File: src/rtl/rf_control_fsm.sv
// Multi-cycle register-file control sequencer: accepts one instruction, decodes it, runs the ALU if needed, writes back.
// Optional ALU_TIMEOUT_EN: abort EXEC after TIMEOUT cycles without alu_done and raise a sticky err.
module rf_control_fsm #(
  parameter int ADDR_BITS = 2,
  parameter int CNT_W     = 8,
  parameter int TIMEOUT   = 16
) (
  input  logic                       clk,
  input  logic                       rst_n,
  input  logic [2+3*ADDR_BITS-1:0]   instr,
  input  logic                       instr_valid,
  output logic                       instr_ready,
  input  logic                       alu_done,
  output logic                       alu_start,
  output logic [ADDR_BITS-1:0]       readAddressA,
  output logic [ADDR_BITS-1:0]       readAddressB,
  output logic                       selectDestinationA,
  output logic                       selectDestinationB,
  output logic [1:0]                 selectSource,
  output logic [ADDR_BITS-1:0]       writeAddress,
  output logic                       write_en,
  output logic                       halted,
  output logic                       err,
  output logic [CNT_W-1:0]           retired_count
);

  localparam int IW = 2 + 3*ADDR_BITS;

  localparam logic [1:0] OP_LOAD = 2'b00;
  localparam logic [1:0] OP_MOVE = 2'b01;
  localparam logic [1:0] OP_ALU  = 2'b10;
  localparam logic [1:0] OP_HALT = 2'b11;

  typedef enum logic [2:0] {
    S_IDLE,
    S_DECODE,
    S_EXEC,
    S_WRITE,
    S_HALT
  } state_t;

  state_t state, next_state;

  logic [IW-1:0]        ir;
  logic [1:0]           opcode;
  logic [ADDR_BITS-1:0] rd, rs1, rs2;
  logic                 first_exec;
  logic                 timeout_hit;

  assign opcode = ir[IW-1 -: 2];
  assign rd     = ir[3*ADDR_BITS-1 -: ADDR_BITS];
  assign rs1    = ir[2*ADDR_BITS-1 -: ADDR_BITS];
  assign rs2    = ir[ADDR_BITS-1:0];

  always_ff @(posedge clk or negedge rst_n) begin
    if (!rst_n) begin
      state <= S_IDLE;
      ir    <= '0;
    end else begin
      state <= next_state;
      if (state == S_IDLE && instr_valid)
        ir <= instr;
    end
  end

  always_ff @(posedge clk or negedge rst_n) begin
    if (!rst_n)
      retired_count <= '0;
    else if (state == S_WRITE)
      retired_count <= retired_count + CNT_W'(1);
  end

`ifdef ALU_TIMEOUT_EN
  localparam int TW = $clog2(TIMEOUT + 1);
  logic [TW-1:0] exec_cnt;

  // exec_cnt holds the 1-based index of the current EXEC cycle
  always_ff @(posedge clk or negedge rst_n) begin
    if (!rst_n)
      exec_cnt <= '0;
    else if (state == S_DECODE)
      exec_cnt <= TW'(1);
    else if (state == S_EXEC && exec_cnt != TW'(TIMEOUT))
      exec_cnt <= exec_cnt + TW'(1);
  end

  assign first_exec  = (exec_cnt == TW'(1));
  assign timeout_hit = (exec_cnt == TW'(TIMEOUT));

  always_ff @(posedge clk or negedge rst_n) begin
    if (!rst_n)
      err <= 1'b0;
    else if (state == S_EXEC && !alu_done && timeout_hit)
      err <= 1'b1;
  end
`else
  logic exec_first;
  logic unused_timeout;

  always_ff @(posedge clk or negedge rst_n) begin
    if (!rst_n)
      exec_first <= 1'b0;
    else
      exec_first <= (state == S_DECODE);
  end

  assign first_exec     = exec_first;
  assign timeout_hit    = 1'b0;
  assign err            = 1'b0;
  assign unused_timeout = ^TIMEOUT;
`endif

  always_comb begin
    next_state = state;
    case (state)
      S_IDLE:   if (instr_valid) next_state = S_DECODE;
      S_DECODE: begin
        case (opcode)
          OP_ALU:  next_state = S_EXEC;
          OP_HALT: next_state = S_HALT;
          default: next_state = S_WRITE;
        endcase
      end
      S_EXEC: begin
        if (alu_done)         next_state = S_WRITE;
        else if (timeout_hit) next_state = S_IDLE;
      end
      S_WRITE:  next_state = S_IDLE;
      S_HALT:   next_state = S_HALT;
      default:  next_state = S_IDLE;
    endcase
  end

  // Moore outputs: decoded from state and the latched instruction only
  always_comb begin
    instr_ready        = (state == S_IDLE);
    halted             = (state == S_HALT);
    alu_start          = (state == S_EXEC) && first_exec;
    write_en           = (state == S_WRITE);
    readAddressA       = rs1;
    readAddressB       = rs2;
    writeAddress       = rd;
    selectDestinationA = 1'b0;
    selectDestinationB = 1'b0;
    selectSource       = 2'b11;
    if (state == S_WRITE) begin
      case (opcode)
        OP_LOAD: selectSource = 2'b00;
        OP_MOVE: selectSource = 2'b01;
        OP_ALU:  selectSource = 2'b10;
        default: selectSource = 2'b11;
      endcase
    end
  end

endmodule
File: config.mk
export PLATFORM = sky130hd
export DESIGN_NAME = rf_control_fsm
export DESIGN_NICKNAME = d
export VERILOG_FILES = /design/src/rtl/rf_control_fsm.sv
export SDC_FILE = /design/constraint.sdc
export NUM_CORES = 1
export LEC_CHECK = 0
export BUFFER_PORTS_ARGS = -buffer_cell sky130_fd_sc_hd__buf_2
export CORE_MARGIN = 10
export CORE_UTILIZATION = 51
export DETAILED_ROUTE_END_ITERATION = 12
export PLACE_DENSITY = 0.81
export SYNTH_ARGS = -nofsm -noshare
export SYNTH_HDL_FRONTEND = slang
export SYNTH_SLANG_ARGS = --single-unit
File: constraint.sdc
create_clock -name clk -period 2.3 [get_ports clk]
set_input_delay 0.23 -clock clk [delete_from_list [all_inputs] [get_ports clk]]
set_output_delay 0.23 -clock clk [all_outputs]
set_load 0.02 [all_outputs]
==> metrics.sh <==
RUN_STATUS='completed'
GRT_ANTENNA_BEFORE_REPAIR=0
RRSETUPSLACK_NS=0.75
WORSTSETUPSTARTPOINTTYPE='flop'
CRIT_TYPE='reg2out'
SYNTH_EDF_COUNT=0
DIE_Y_UM=63.41
POSTSYNTHAREAPERCELL_UM2=11.86
DIE-AREA_UM2=4020
FMAX_MHz=524.6
TRITONCTS='built'
SLEW_VIOLATIONS=0
CRITPATHCAPTURETYPE='primary output'
GLOBAL_ROUTE.USAGE.TOTAL_PCT=9.510
CLOCK-SKEW-FINAL_NS=0.005287
DIE_W_UM=63.41
SETUP_VIOL=0
LAYOUT-AREA-OVERHEAD-VS-SYNTH_PCT=15.10
NETLIST_AREA_UM2=960.9
POST_SYNTH_MAIN_AREA_CONTRIBUTORS='sky130_fd_sc_hd__dfrtp_1, sky130_fd_sc_hd__mux2_2, sky130_fd_sc_hd__buf_4'
PATH_MAX_FANOUT=10
DRIVE_ABOVE_1_SHARE_PCT=42.99
GLOBAL_ROUTE.OVERFLOW_TOTAL=0
POST_DRT_WL_PER_CELL_UM=14.43
SETUP-TNS-FINAL_NS=0
SYNTH-XOR-AREA-SHARE_PCT=6.380
SYNTH_FF_TYPE='sky130_fd_sc_hd__dfrtp_1'
BUFFER_PORTS.INSERTED=31
YOSYS_REG_BITS=20
DRCVIOLATIONCOUNT=0
TOTALWIRELENGTH_UM=1905
VIA_COUNT_NORMALIZED_BY_INSTANCE_COUNT=5.061
CP_DATA_ARRIVAL_TIME_NS=1.68
SIMPLE_GATE_AREA_SHARE_OF_THE_YOSYS_NETLIST_PCT=16.54
SYNTHESIZED_AREA_FRACTION_OCCUPIED_BY_AO_OA_AOI_AND_OAI_CELLS_PCT=1.432
WORST-SLEW-PIN-TRANSITION_NS=0.5118
DRTITER0DRC=13
POSTSYNTHCELLCOUNT=81
FINALWORSTPATHREQUIREDPERIOD_NS=1.906
TOTAL_LEAKAGE_POWER_nW=0.5586
FINALHOLDVIOLATIONS=0
SYNTH_TOP_CELL_AREA_SHARE_PCT=52.08
VIAS_IN_THE_FIRST_GLOBAL_ROUTE=676
PIN_COUNT_OF_THE_BIGGEST_NET_ENTERING_GLOBAL_ROUTING=21
MAX-CLOCK-PATH-BUFFERS=2
ANTENNA-DIODE-COUNT=0
CAP_VIOLATIONS=0
CLOCK_SINK_COUNT=20
DPL.HPWL_UM=1476
POST-SYNTH-TOP-AREA-CELL='sky130_fd_sc_hd__dfrtp_1'
CTS_INSERTED_BUFFERS=3
POWER_DENSITY_nW_PER_UM2=1364
CTS_MAX_LEVEL=1
NUM_ROWS=15
TCRIT_TCLK_FINAL_PCT=82.88
NETLIST-CELL-TYPE-COUNT=22
ANT_NETS=0
YOSYS_WARNINGS=0
CLKTRANSATPATHREGS_NS=0.11
MAXSLEWHEADROOM_PCT=65.74
TOTALPOWERFINAL_mW=1.509
TOP_LEVEL_PORT_COUNT=35
WORST_HOLD_PATH_TYPE='in2reg'
CORE_REGION_AREA_UM2=1764
POWER.IR.VDD_WORST_V=0.0008196
MULTIPLEXER_SHARE_OF_THE_SYNTHESIZED_AREA_PCT=11.59
CLK-INSERTION-DELAY-LATE_NS=0.30
TIMING.CRITICAL_PATH.REQUIRED_NS=2.07
INITIAL_CORE_UTIL_PCT=54.47
YS_ASYNC_SR_FRACTION_PCT=100.0
DR_TOTAL_VIAS=668
DRT_PRE_ANTENNA_ITERS=4
MAIN_COMBINATIONAL_CELL_FAMILY_BY_AREA_AFTER_SYNTHESIS='simple AND/OR/NAND/NOR gates'
SYNTH_SEQ_AREA_SHARE_PCT=52.08
FINAL.FILL_COUNT=164
ROUTABILITYCONGESTION=0.7302
NUM-NETS-FINAL=121
GLOBAL_ROUTE_WIRE_LENGTH_BEFORE_REPAIR_UM=3180
ROOT_BUFFER_CELL='sky130_fd_sc_hd__clkbuf_4'
GRT_SETUP_UNREPAIRED='no'
SYNTH-ADDER-AREA-SHARE_PCT=1.302
==> through the flow <==
step / utilization, % / hold WS [ns] / cells / cell area (um^2) / setup WS (ns)
global route: 62.70 / 0.1521 / 132 / 1106 / 0.2742
global placement: 60.07 / 0.1964 / 127 / 1060 / 0.7659
CTS: 62.70 / 0.1516 / 132 / 1106 / 0.3943
detailed placement: 60.07 / 0.1972 / 127 / 1060 / 0.7378
floorplan: - / -0.06559 / 83 / 968.4 / 0.8587
finish: 62.70 / 0.1563 / 132 / 1106 / 0.3937
==> kinds of logic after synthesis <==
| family | count (synthesis) |
|---|---|
| AND/OR/NAND/NOR | 27 |
| flip-flops | 20 |
| buffers and inverters | 13 |
| multiplexers | 10 |
| XOR/XNOR | 7 |
| AO/OA/AOI/OAI | 2 |
| adder cells (fa/ha/maj) | 1 |
| other | 1 |
==> cells in the final DEF, fill, tap and decap left out, drive strengths merged <==
master and count:
buf 31, dfrtp 20, mux2 9, nand2 8, nor3 5, xnor2 4, clkbuf 4, nand2b 3
nand4 3, xor2 3, conb 3, nor3b 2, nand3b 2, nor2 2, inv 1, nor4b 1
nand3 1, a21oi 1, mux2i 1, a31o 1, ha 1, dlygate4sd3 1
==> cell type report <==
cell class / instances / area (um^2) / share of cell area (%)
tap: 25 / 31.28 / 2.828
clock buffer: 4 / 36.28 / 3.281
inverter: 1 / 3.754 / 0.3394
timing repair buffer: 32 / 165.2 / 14.93
sequential: 20 / 500.5 / 45.25
multi-input combinational: 50 / 369.1 / 33.37
==> worst paths after layout <==
check | startpoint | endpoint | cells past startpoint
max | state[1] | selectSource[0] | 4
min | instr[2] | ir[2] | 2
max reg2reg | state[0] | ir[7] | 2
min reg2reg | retired_count[7] | retired_count[7] | 1
max in group asynchronous | rst_n | state[2] | 2
min in group asynchronous | rst_n | state[1] | 2
==> where the power goes <==
| part | total (mW) | switching [mW] | internal (mW) |
|---|---|---|---|
| Combinational | 0.652 | 0.364 | 0.288 |
| Clock | 0.201 | 0.105 | 0.0965 |
| Sequential | 0.656 | 0.162 | 0.494 |
| Total | 1.51 | 0.630 | 0.878 |
==> synth_stat cells (2+ instances only) <==
cell	count
sky130_fd_sc_hd__xor2_1	3
sky130_fd_sc_hd__buf_4	9
sky130_fd_sc_hd__nor2_1	2
sky130_fd_sc_hd__buf_6	2
sky130_fd_sc_hd__xnor2_1	4
sky130_fd_sc_hd__nand3b_1	2
sky130_fd_sc_hd__nor3b_1	2
sky130_fd_sc_hd__mux2_2	9
sky130_fd_sc_hd__nand4_1	3
sky130_fd_sc_hd__dfrtp_1	20
sky130_fd_sc_hd__nand2b_1	3
sky130_fd_sc_hd__nand2_1	8
sky130_fd_sc_hd__nor3_1	5
==> sequential cells by signal, summed over array words and instances, names as in the netlist <==
name           count
exec_first         1
ir                 8
retired_count      8
state              3
==> critical path, stage by stage, from the launching register on <==
cell,delay [ns]
sky130_fd_sc_hd__dfrtp_1,0.57
sky130_fd_sc_hd__nand3b_1,0.28
sky130_fd_sc_hd__inv_1,0.26
sky130_fd_sc_hd__nand2b_1,0.10
sky130_fd_sc_hd__buf_2,0.17
==> metal layers <==
layer | track usage (%) | vias up | share of wire [%]
li1 | - | 314 | -
met1 | 11.07 | 325 | 41
met2 | 15.83 | 25 | 51
met3 | 3.180 | 4 | 5.9
met4 | 3.279 | 0 | 1.4
met5 | 0 | - | 0
==> repair_timing <==
action / 4_1_cts / 5_1_grt
buffers inserted: 0 / 0
hold buffers: 1 / 0
gates resized for setup: 0 / 0
endpoints found under the hold margin: 20 / 0
(Power assumes the default switching activity.)
